[src/rtl/branch_sequencer_if.sv]
// Bus between the branch sequencer and its surroundings: the request and
// operands, the ECX write-back port, the fetch redirect handshake and completion.
interface branch_sequencer_if;
   logic        start_i;
   logic [7:0]  opcode_i;
   logic [7:0]  disp_i;
   logic [31:0] eip_i;
   logic [31:0] ecx_i;
   logic        db_i;
   logic        zf_i;
   logic        cf_i;
   logic        sf_i;
   logic        vf_i;
   logic        pf_i;
   logic        redirect_ack_i;
   logic        busy_o;
   logic [31:0] ecx_o;
   logic        ecx_we_o;
   logic        redirect_o;
   logic [31:0] target_o;
   logic        done_o;
   logic        taken_o;

   // Requester side: issues branches, acknowledges redirects.
   modport master (
      output start_i, opcode_i, disp_i, eip_i, ecx_i, db_i,
      output zf_i, cf_i, sf_i, vf_i, pf_i, redirect_ack_i,
      input  busy_o, ecx_o, ecx_we_o, redirect_o, target_o, done_o, taken_o
   );

   // Sequencer side.
   modport slave (
      input  start_i, opcode_i, disp_i, eip_i, ecx_i, db_i,
      input  zf_i, cf_i, sf_i, vf_i, pf_i, redirect_ack_i,
      output busy_o, ecx_o, ecx_we_o, redirect_o, target_o, done_o, taken_o
   );
endinterface

[src/rtl/branch_sequencer.sv]
// Short-branch sequencer: executes Jcc/JMPS/LOOPcc/JCXZ with rel8 displacement.
// Operands are captured on start, LOOP-family opcodes decrement ECX (CX when
// db=0), the outcome is evaluated from the captured flags, and a taken branch
// holds a fetch redirect until acknowledged before signalling completion.
module branch_sequencer (
   input logic               clk_i,
   input logic               rst_i,
   branch_sequencer_if.slave bus
);

   localparam logic [2:0] StIdle  = 3'd0;
   localparam logic [2:0] StDecr  = 3'd1;
   localparam logic [2:0] StEval  = 3'd2;
   localparam logic [2:0] StRedir = 3'd3;
   localparam logic [2:0] StDone  = 3'd4;

   logic [2:0]  state_q, state_d;
   logic [7:0]  op_q;
   logic [7:0]  disp_q;
   logic [31:0] eip_q;
   logic [31:0] ecx_q;
   logic        db_q;
   logic        zf_q, cf_q, sf_q, vf_q, pf_q;
   logic        taken_q, taken_d;

   logic        start_loop;
   logic [31:0] ecx_dec;
   logic        cnt_nz;
   logic        cx_zero;
   logic [31:0] target_sum;
   logic [31:0] target;
   logic        jcc_hit;
   logic        eval_taken;

   // E0h-E2h are the LOOP family; E3h (JCXZ) reads the count but never writes it.
   assign start_loop = (bus.opcode_i[7:2] == 6'b111000) && (bus.opcode_i[1:0] != 2'b11);

   // With 16-bit addressing the decrement wraps inside CX and leaves ECX[31:16] alone.
   assign ecx_dec = db_q ? (ecx_q - 32'd1) : {ecx_q[31:16], ecx_q[15:0] - 16'd1};
   assign cnt_nz  = db_q ? (ecx_dec != 32'd0) : (ecx_dec[15:0] != 16'd0);
   assign cx_zero = db_q ? (ecx_q == 32'd0) : (ecx_q[15:0] == 16'd0);

   assign target_sum = eip_q + {{24{disp_q[7]}}, disp_q};
   assign target     = db_q ? target_sum : {16'h0000, target_sum[15:0]};

   // Branch outcome from captured opcode, flags and count.
   always_comb begin
      jcc_hit    = 1'b0;
      eval_taken = 1'b0;
      case (op_q[3:1])
         3'd0:    jcc_hit = vf_q;
         3'd1:    jcc_hit = cf_q;
         3'd2:    jcc_hit = zf_q;
         3'd3:    jcc_hit = cf_q | zf_q;
         3'd4:    jcc_hit = sf_q;
         3'd5:    jcc_hit = pf_q;
         3'd6:    jcc_hit = sf_q ^ vf_q;
         default: jcc_hit = (sf_q ^ vf_q) | zf_q;
      endcase
      if (op_q[7:4] == 4'h7) begin
         // Odd Jcc opcodes test the inverse condition.
         eval_taken = jcc_hit ^ op_q[0];
      end else begin
         case (op_q)
            8'hEB:   eval_taken = 1'b1;
            8'hE0:   eval_taken = cnt_nz & ~zf_q;
            8'hE1:   eval_taken = cnt_nz & zf_q;
            8'hE2:   eval_taken = cnt_nz;
            8'hE3:   eval_taken = cx_zero;
            default: eval_taken = 1'b0;
         endcase
      end
   end

   // Next-state and outcome latch selection.
   always_comb begin
      state_d = state_q;
      taken_d = taken_q;
      case (state_q)
         StIdle: begin
            if (bus.start_i) begin
               state_d = start_loop ? StDecr : StEval;
               taken_d = 1'b0;
            end
         end
         StDecr:  state_d = StEval;
         StEval: begin
            taken_d = eval_taken;
            state_d = eval_taken ? StRedir : StDone;
         end
         StRedir: begin
            if (bus.redirect_ack_i) begin
               state_d = StDone;
            end
         end
         StDone:  state_d = StIdle;
         default: state_d = StIdle;
      endcase
   end

   // State, outcome and operand capture; operands load only on an accepted start.
   always_ff @(posedge clk_i or posedge rst_i) begin
      if (rst_i) begin
         state_q <= StIdle;
         taken_q <= 1'b0;
         op_q    <= 8'h00;
         disp_q  <= 8'h00;
         eip_q   <= 32'h0;
         ecx_q   <= 32'h0;
         db_q    <= 1'b0;
         zf_q    <= 1'b0;
         cf_q    <= 1'b0;
         sf_q    <= 1'b0;
         vf_q    <= 1'b0;
         pf_q    <= 1'b0;
      end else begin
         state_q <= state_d;
         taken_q <= taken_d;
         if (state_q == StIdle && bus.start_i) begin
            op_q   <= bus.opcode_i;
            disp_q <= bus.disp_i;
            eip_q  <= bus.eip_i;
            ecx_q  <= bus.ecx_i;
            db_q   <= bus.db_i;
            zf_q   <= bus.zf_i;
            cf_q   <= bus.cf_i;
            sf_q   <= bus.sf_i;
            vf_q   <= bus.vf_i;
            pf_q   <= bus.pf_i;
         end
      end
   end

   // Outputs decode from registered state, so reset clears them immediately.
   assign bus.busy_o     = (state_q != StIdle);
   assign bus.ecx_we_o   = (state_q == StDecr);
   assign bus.ecx_o      = (state_q == StDecr) ? ecx_dec : 32'h0;
   assign bus.redirect_o = (state_q == StRedir);
   assign bus.target_o   = target;
   assign bus.done_o     = (state_q == StDone);
   assign bus.taken_o    = (state_q == StDone) & taken_q;

endmodule

[src/flat_wrapper.sv]
// flat-port wrapper written by rule: the top's interface ports become plain ports
module branch_sequencer_flat 
  (clk_i, rst_i, bus_start_i, bus_opcode_i, bus_disp_i, bus_eip_i, bus_ecx_i, bus_db_i, bus_zf_i, bus_cf_i, bus_sf_i, bus_vf_i, bus_pf_i, bus_redirect_ack_i, bus_busy_o, bus_ecx_o, bus_ecx_we_o, bus_redirect_o, bus_target_o, bus_done_o, bus_taken_o);
  branch_sequencer_if bus_i ();
  input logic clk_i;
  input logic rst_i;
  input wire logic [$bits(bus_i.start_i)-1:0] bus_start_i;
  input wire logic [$bits(bus_i.opcode_i)-1:0] bus_opcode_i;
  input wire logic [$bits(bus_i.disp_i)-1:0] bus_disp_i;
  input wire logic [$bits(bus_i.eip_i)-1:0] bus_eip_i;
  input wire logic [$bits(bus_i.ecx_i)-1:0] bus_ecx_i;
  input wire logic [$bits(bus_i.db_i)-1:0] bus_db_i;
  input wire logic [$bits(bus_i.zf_i)-1:0] bus_zf_i;
  input wire logic [$bits(bus_i.cf_i)-1:0] bus_cf_i;
  input wire logic [$bits(bus_i.sf_i)-1:0] bus_sf_i;
  input wire logic [$bits(bus_i.vf_i)-1:0] bus_vf_i;
  input wire logic [$bits(bus_i.pf_i)-1:0] bus_pf_i;
  input wire logic [$bits(bus_i.redirect_ack_i)-1:0] bus_redirect_ack_i;
  output wire logic [$bits(bus_i.busy_o)-1:0] bus_busy_o;
  output wire logic [$bits(bus_i.ecx_o)-1:0] bus_ecx_o;
  output wire logic [$bits(bus_i.ecx_we_o)-1:0] bus_ecx_we_o;
  output wire logic [$bits(bus_i.redirect_o)-1:0] bus_redirect_o;
  output wire logic [$bits(bus_i.target_o)-1:0] bus_target_o;
  output wire logic [$bits(bus_i.done_o)-1:0] bus_done_o;
  output wire logic [$bits(bus_i.taken_o)-1:0] bus_taken_o;
  assign bus_i.start_i = bus_start_i;
  assign bus_i.opcode_i = bus_opcode_i;
  assign bus_i.disp_i = bus_disp_i;
  assign bus_i.eip_i = bus_eip_i;
  assign bus_i.ecx_i = bus_ecx_i;
  assign bus_i.db_i = bus_db_i;
  assign bus_i.zf_i = bus_zf_i;
  assign bus_i.cf_i = bus_cf_i;
  assign bus_i.sf_i = bus_sf_i;
  assign bus_i.vf_i = bus_vf_i;
  assign bus_i.pf_i = bus_pf_i;
  assign bus_i.redirect_ack_i = bus_redirect_ack_i;
  assign bus_busy_o = bus_i.busy_o;
  assign bus_ecx_o = bus_i.ecx_o;
  assign bus_ecx_we_o = bus_i.ecx_we_o;
  assign bus_redirect_o = bus_i.redirect_o;
  assign bus_target_o = bus_i.target_o;
  assign bus_done_o = bus_i.done_o;
  assign bus_taken_o = bus_i.taken_o;
  branch_sequencer u_core (.clk_i(clk_i), .rst_i(rst_i), .bus(bus_i));
endmodule
[config.mk]
export PLATFORM = sky130hd
export DESIGN_NAME = branch_sequencer_flat
export DESIGN_NICKNAME = d
export VERILOG_FILES = /design/src/rtl/branch_sequencer_if.sv /design/src/rtl/branch_sequencer.sv /design/src/flat_wrapper.sv
export SDC_FILE = /design/constraint.sdc
export NUM_CORES = 1
export LEC_CHECK = 0
export CAP_MARGIN = 20
export CORE_MARGIN = 5
export CORE_UTILIZATION = 41
export DETAILED_ROUTE_END_ITERATION = 10
export PLACE_DENSITY = 0.69
export SLEW_MARGIN = 20
export SYNTH_ARGS = -nofsm -noshare
export SYNTH_HDL_FRONTEND = slang
export SYNTH_SLANG_ARGS = --single-unit
[constraint.sdc]
create_clock -name clk_i -period 4.6 [get_ports clk_i]
set_input_delay 0.69 -clock clk_i [delete_from_list [all_inputs] [get_ports clk_i]]
set_output_delay 0.69 -clock clk_i [all_outputs]
set_load 0.01 [all_outputs]
==> key figures <==
Outcome
  – Status: finished, final reports clean

Synthesis
  – Synthesized-area fraction occupied by ao, oa, aoi and oai cells: 0.141
  – Sequential cell area fraction in the yosys report: 0.358
  – Synth warnings: 0
  – Area of the mapped netlist: 6280 um2
  – Register bit count reported by yosys: 90
  – Avg Inst Size Synth: 9.58 um2
  – Number of distinct standard cells referenced by the synthesized netlist: 67
  – Multiplexer share of the synthesized area: 0.146
  – Synthesized Nets: 780
  – Number of enable-type register cells in the synthesized netlist: 0
  – Fraction of the mapped netlist area in adder cells: 0.0689
  – Top FF cell, synth: sky130_fd_sc_hd__dfrtp_1
  – Synthesized-area fraction occupied by and/or/nand/nor cells: 0.181
  – Share of the synthesized netlist area taken by xor and xnor gates: 0.0669
  – Synthesized instance count: 656
  – Fraction of registers with async set/reset: 1.00
  – Largest family of logic cells by synthesized area: simple AND/OR/NAND/NOR gates

Route
  – Per-cell routed wire length: 16.7 um
  – DRC errors left: 0
  – Antenna-violating nets left: 0
  – Vias per cell: 5.53
  – Via count: roughly 5500
  – First-pass detailed-route iteration total: 5
  – Total wire length: around 17000 um
  – Drt initial violations: 330

STA
  – Pin slew with the least headroom to its limit: 848 ps
  – Hold Vio Cnt, Final: 0
  – Sum of negative setup slack: 0 ps
  – RSZ-0062 raised after global routing: yes
  – Upper clock frequency limit: 228 MHz
  – Final critical-path required period: 4390 ps
  – Max Clock Skew: around 7.4 ps
  – Final worst-path cycle share: 0.954
  – Max-slew violation count: 0
  – Relative slew slack: 0.434
  – Number of setup violations in the final report: 0

Global routing
  – Antenna violations before repair: 0
  – Via count of the first global-routing pass: 5603
  – Global-route usage over all layers: 0.186
  – Overall overflow remaining after global route: 0
  – Pin count of the biggest net entering global routing: 59
  – First-pass GRT wire length: 27300 um

Placement
  – Routability-driven placement congestion ratio: 0.870
  – Number of port buffers: 158
  – Half-perimeter wire length after placement: 12800 um
  – Cell total after placement: 979

Clocking
  – CTS Hold Buffers Added: 0
  – Clock Pin Slew Worst Setup and Hold Paths: 60 ps
  – CTS root buf: sky130_fd_sc_hd__clkbuf_16
  – CTS tree: yes
  – Clock sinks: 90
  – Post-CTS Setup Inserts: 0
  – CTS buffer count: 9
  – Number of buffers on the longest clock path: 2
  – Insertion delay of the later-clocked pin in the worst-skew pair: 340 ps
  – CTS HTree Levels: 3

Worst setup path
  – Required time of the critical path: a little under 4000 ps
  – Delay contributed by the slowest stage of the critical path: 550 ps
  – Cell breakdown of the critical path: ha_1 -> nand2_1 -> nor2_1 -> a211oi_1 -> a21boi_0 -> a311o_1 -> a31oi_1 -> a221oi_1 -> mux2i_1 -> clkdlybuf4s50_1
  – Critical path class: register to primary output
  – CP Launch Type: register
  – Highest-delay cell along the critical path: sky130_fd_sc_hd__clkdlybuf4s50_1
  – Max FO, Critical Path: 16
  – Arrival time of data at the critical path endpoint: 3700 ps
  – Crit end category: primary output

Cells and area
  – Final instance count without filler cells: 995
  – Layout cells sized above 1: 0.152
  – Commonest cells after routing, fill and taps aside: sky130_fd_sc_hd__clkdlybuf4s50_1 (158), sky130_fd_sc_hd__dfrtp_1 (89), sky130_fd_sc_hd__mux2_2 (79)
  – Synthesis-to-finish area growth: 32.9%
  – Nets@finish: 926
  – Number of diodes added for antenna fixing: 0
  – Most common cell after layout, fill and taps aside: sky130_fd_sc_hd__clkdlybuf4s50_1

Floorplan
  – Count of pins on the block boundary: 159
  – Die footprint: 17900 um2
  – Rows: 45
  – Initial standard-cell utilization of the core: 0.416
  – Core Region: between 15000 and 20000 um2
  – Die Span X: 134 um
  – Vertical extent of the die: 134 um

Run
  – Max-cap check violation count: 0

Power
  – Power per standard cell area: 858 nW/um2
  – Reported leakage power: 3.32 nW
  – Maximum VDD drop: ~0.52 mV
  – Post-layout power: 0.00716 W

Hold path
  – Hold crit path type: register to register
-- kinds of logic (layout without fill, tap and decap cells) --
group | after synthesis | after routing
adder cells (fa/ha/maj) | 34 | 34
multiplexers | 82 | 82
XOR/XNOR | 48 | 48
AND/OR/NAND/NOR | 214 | 214
buffers and inverters | 58 | 209
AO/OA/AOI/OAI | 130 | 130
flip-flops | 90 | 90
-- state kept, by name (all words and copies together), names as in the netlist --
| signal | flops |
|---|---|
| u_core.db_q | 1 |
| u_core.op_q | 8 |
| u_core.ecx_q | 32 |
| u_core.disp_q | 8 |
| u_core.cf_q | 1 |
| u_core.vf_q | 1 |
| u_core.state_q | 3 |
| u_core.taken_q | 1 |
| u_core.sf_q | 1 |
| u_core.eip_q | 32 |
| u_core.pf_q | 1 |
| u_core.zf_q | 1 |
-- synth_stat cells, types with 4 or more instances --
cell	count	area, um2
sky130_fd_sc_hd__and3_1	6	37.5
sky130_fd_sc_hd__a31oi_1	7	43.8
sky130_fd_sc_hd__nor2_1	56	210
sky130_fd_sc_hd__nand2_1	37	139
sky130_fd_sc_hd__o31ai_1	6	45.0
sky130_fd_sc_hd__o21a_1	4	30.0
sky130_fd_sc_hd__nor2b_1	7	43.8
sky130_fd_sc_hd__and2_1	12	75.1
sky130_fd_sc_hd__o21ai_0	28	140
sky130_fd_sc_hd__xor2_1	10	87.6
sky130_fd_sc_hd__o31a_1	4	35.0
sky130_fd_sc_hd__nor3b_1	6	45.0
sky130_fd_sc_hd__clkbuf_1	23	86.3
sky130_fd_sc_hd__or3_1	12	75.1
sky130_fd_sc_hd__mux2_2	79	890
sky130_fd_sc_hd__nor3_1	15	75.1
sky130_fd_sc_hd__nand3_1	15	75.1
sky130_fd_sc_hd__or2_2	4	25.0
sky130_fd_sc_hd__inv_1	27	101
sky130_fd_sc_hd__buf_2	5	25.0
sky130_fd_sc_hd__a21oi_1	29	145
sky130_fd_sc_hd__ha_1	33	413
sky130_fd_sc_hd__nor4_1	8	50.1
sky130_fd_sc_hd__nand2b_1	9	56.3
sky130_fd_sc_hd__a211oi_1	6	45.0
sky130_fd_sc_hd__nand4_1	8	50.1
sky130_fd_sc_hd__a21o_1	10	75.1
sky130_fd_sc_hd__xnor2_1	38	333
sky130_fd_sc_hd__dfrtp_1	90	2250
-- stage by stage --
step | hold slack, ps | setup slack (ps) | area, um2 | util
after global placement | 496 | 513 | 8040 | 0.533
after CTS | 521 | 56.3 | 8330 | 0.552
after global routing | 537 | -41.9 | 8350 | 0.553
after floorplan | 464 | 985 | 6280 | -
final | 515 | 212 | 8350 | 0.553
after detailed placement | 500 | 458 | 8040 | 0.533
-- repair_timing --
item                                    CTS  global route
endpoints found under the setup margin    0             7
hold endpoints to repair                  0             0
gates resized for setup                   0             5
-- layout make-up --
cell class	instances	area [um2]
Tap cell	188	235
Fill cell	1324	6740
Inverter	27	103
Sequential cell	90	2250
Timing Repair Buffer	166	1640
Clock buffer	10	229
Clock inverter	6	66.3
Multi-Input combinational cell	508	3820
-- path summary, 6_finish.rpt --
path                             startpoint           endpoint  slack [ps]  cells after the start
max in group asynchronous             rst_i   u_core.disp_q[7]        2680                      3
max reg2reg                 u_core.ecx_q[0]  u_core.state_q[1]        1240                     11
min in group asynchronous             rst_i   u_core.eip_q[19]         830                      2
min reg2reg                     u_core.cf_q        u_core.cf_q         520                      1
max                        u_core.disp_q[7]   bus_target_o[31]         210                     10
min                             u_core.cf_q        u_core.cf_q         520                      1
-- power by group --
part	switching [W]	internal [W]	leakage, nW
logic	0.00228	0.00250	2.12
clock network	0.000325	0.000423	0.135
registers	0.000442	0.00119	1.07
total	0.00305	0.00412	3.32
-- layer usage --
metal,GRT usage,part of all wire,vias up
met1,0.236,0.45,2658
li1,-,-,2677
met3,0.0311,0.044,28
met2,0.317,0.49,143
met4,0.0697,0.021,0
met5,0,0,-
-- worst max-delay path, delay by kind of cell, from the launching register on --
kind	cells	cell delay [ps]
AOI/OAI and AO/OA	5	1460
DFF	1	530
adders and majority gates	1	450
and+or+nand+nor	2	140
buffers and inverters	1	550
muxes	1	220
Power figures use the tool's default switching activity.
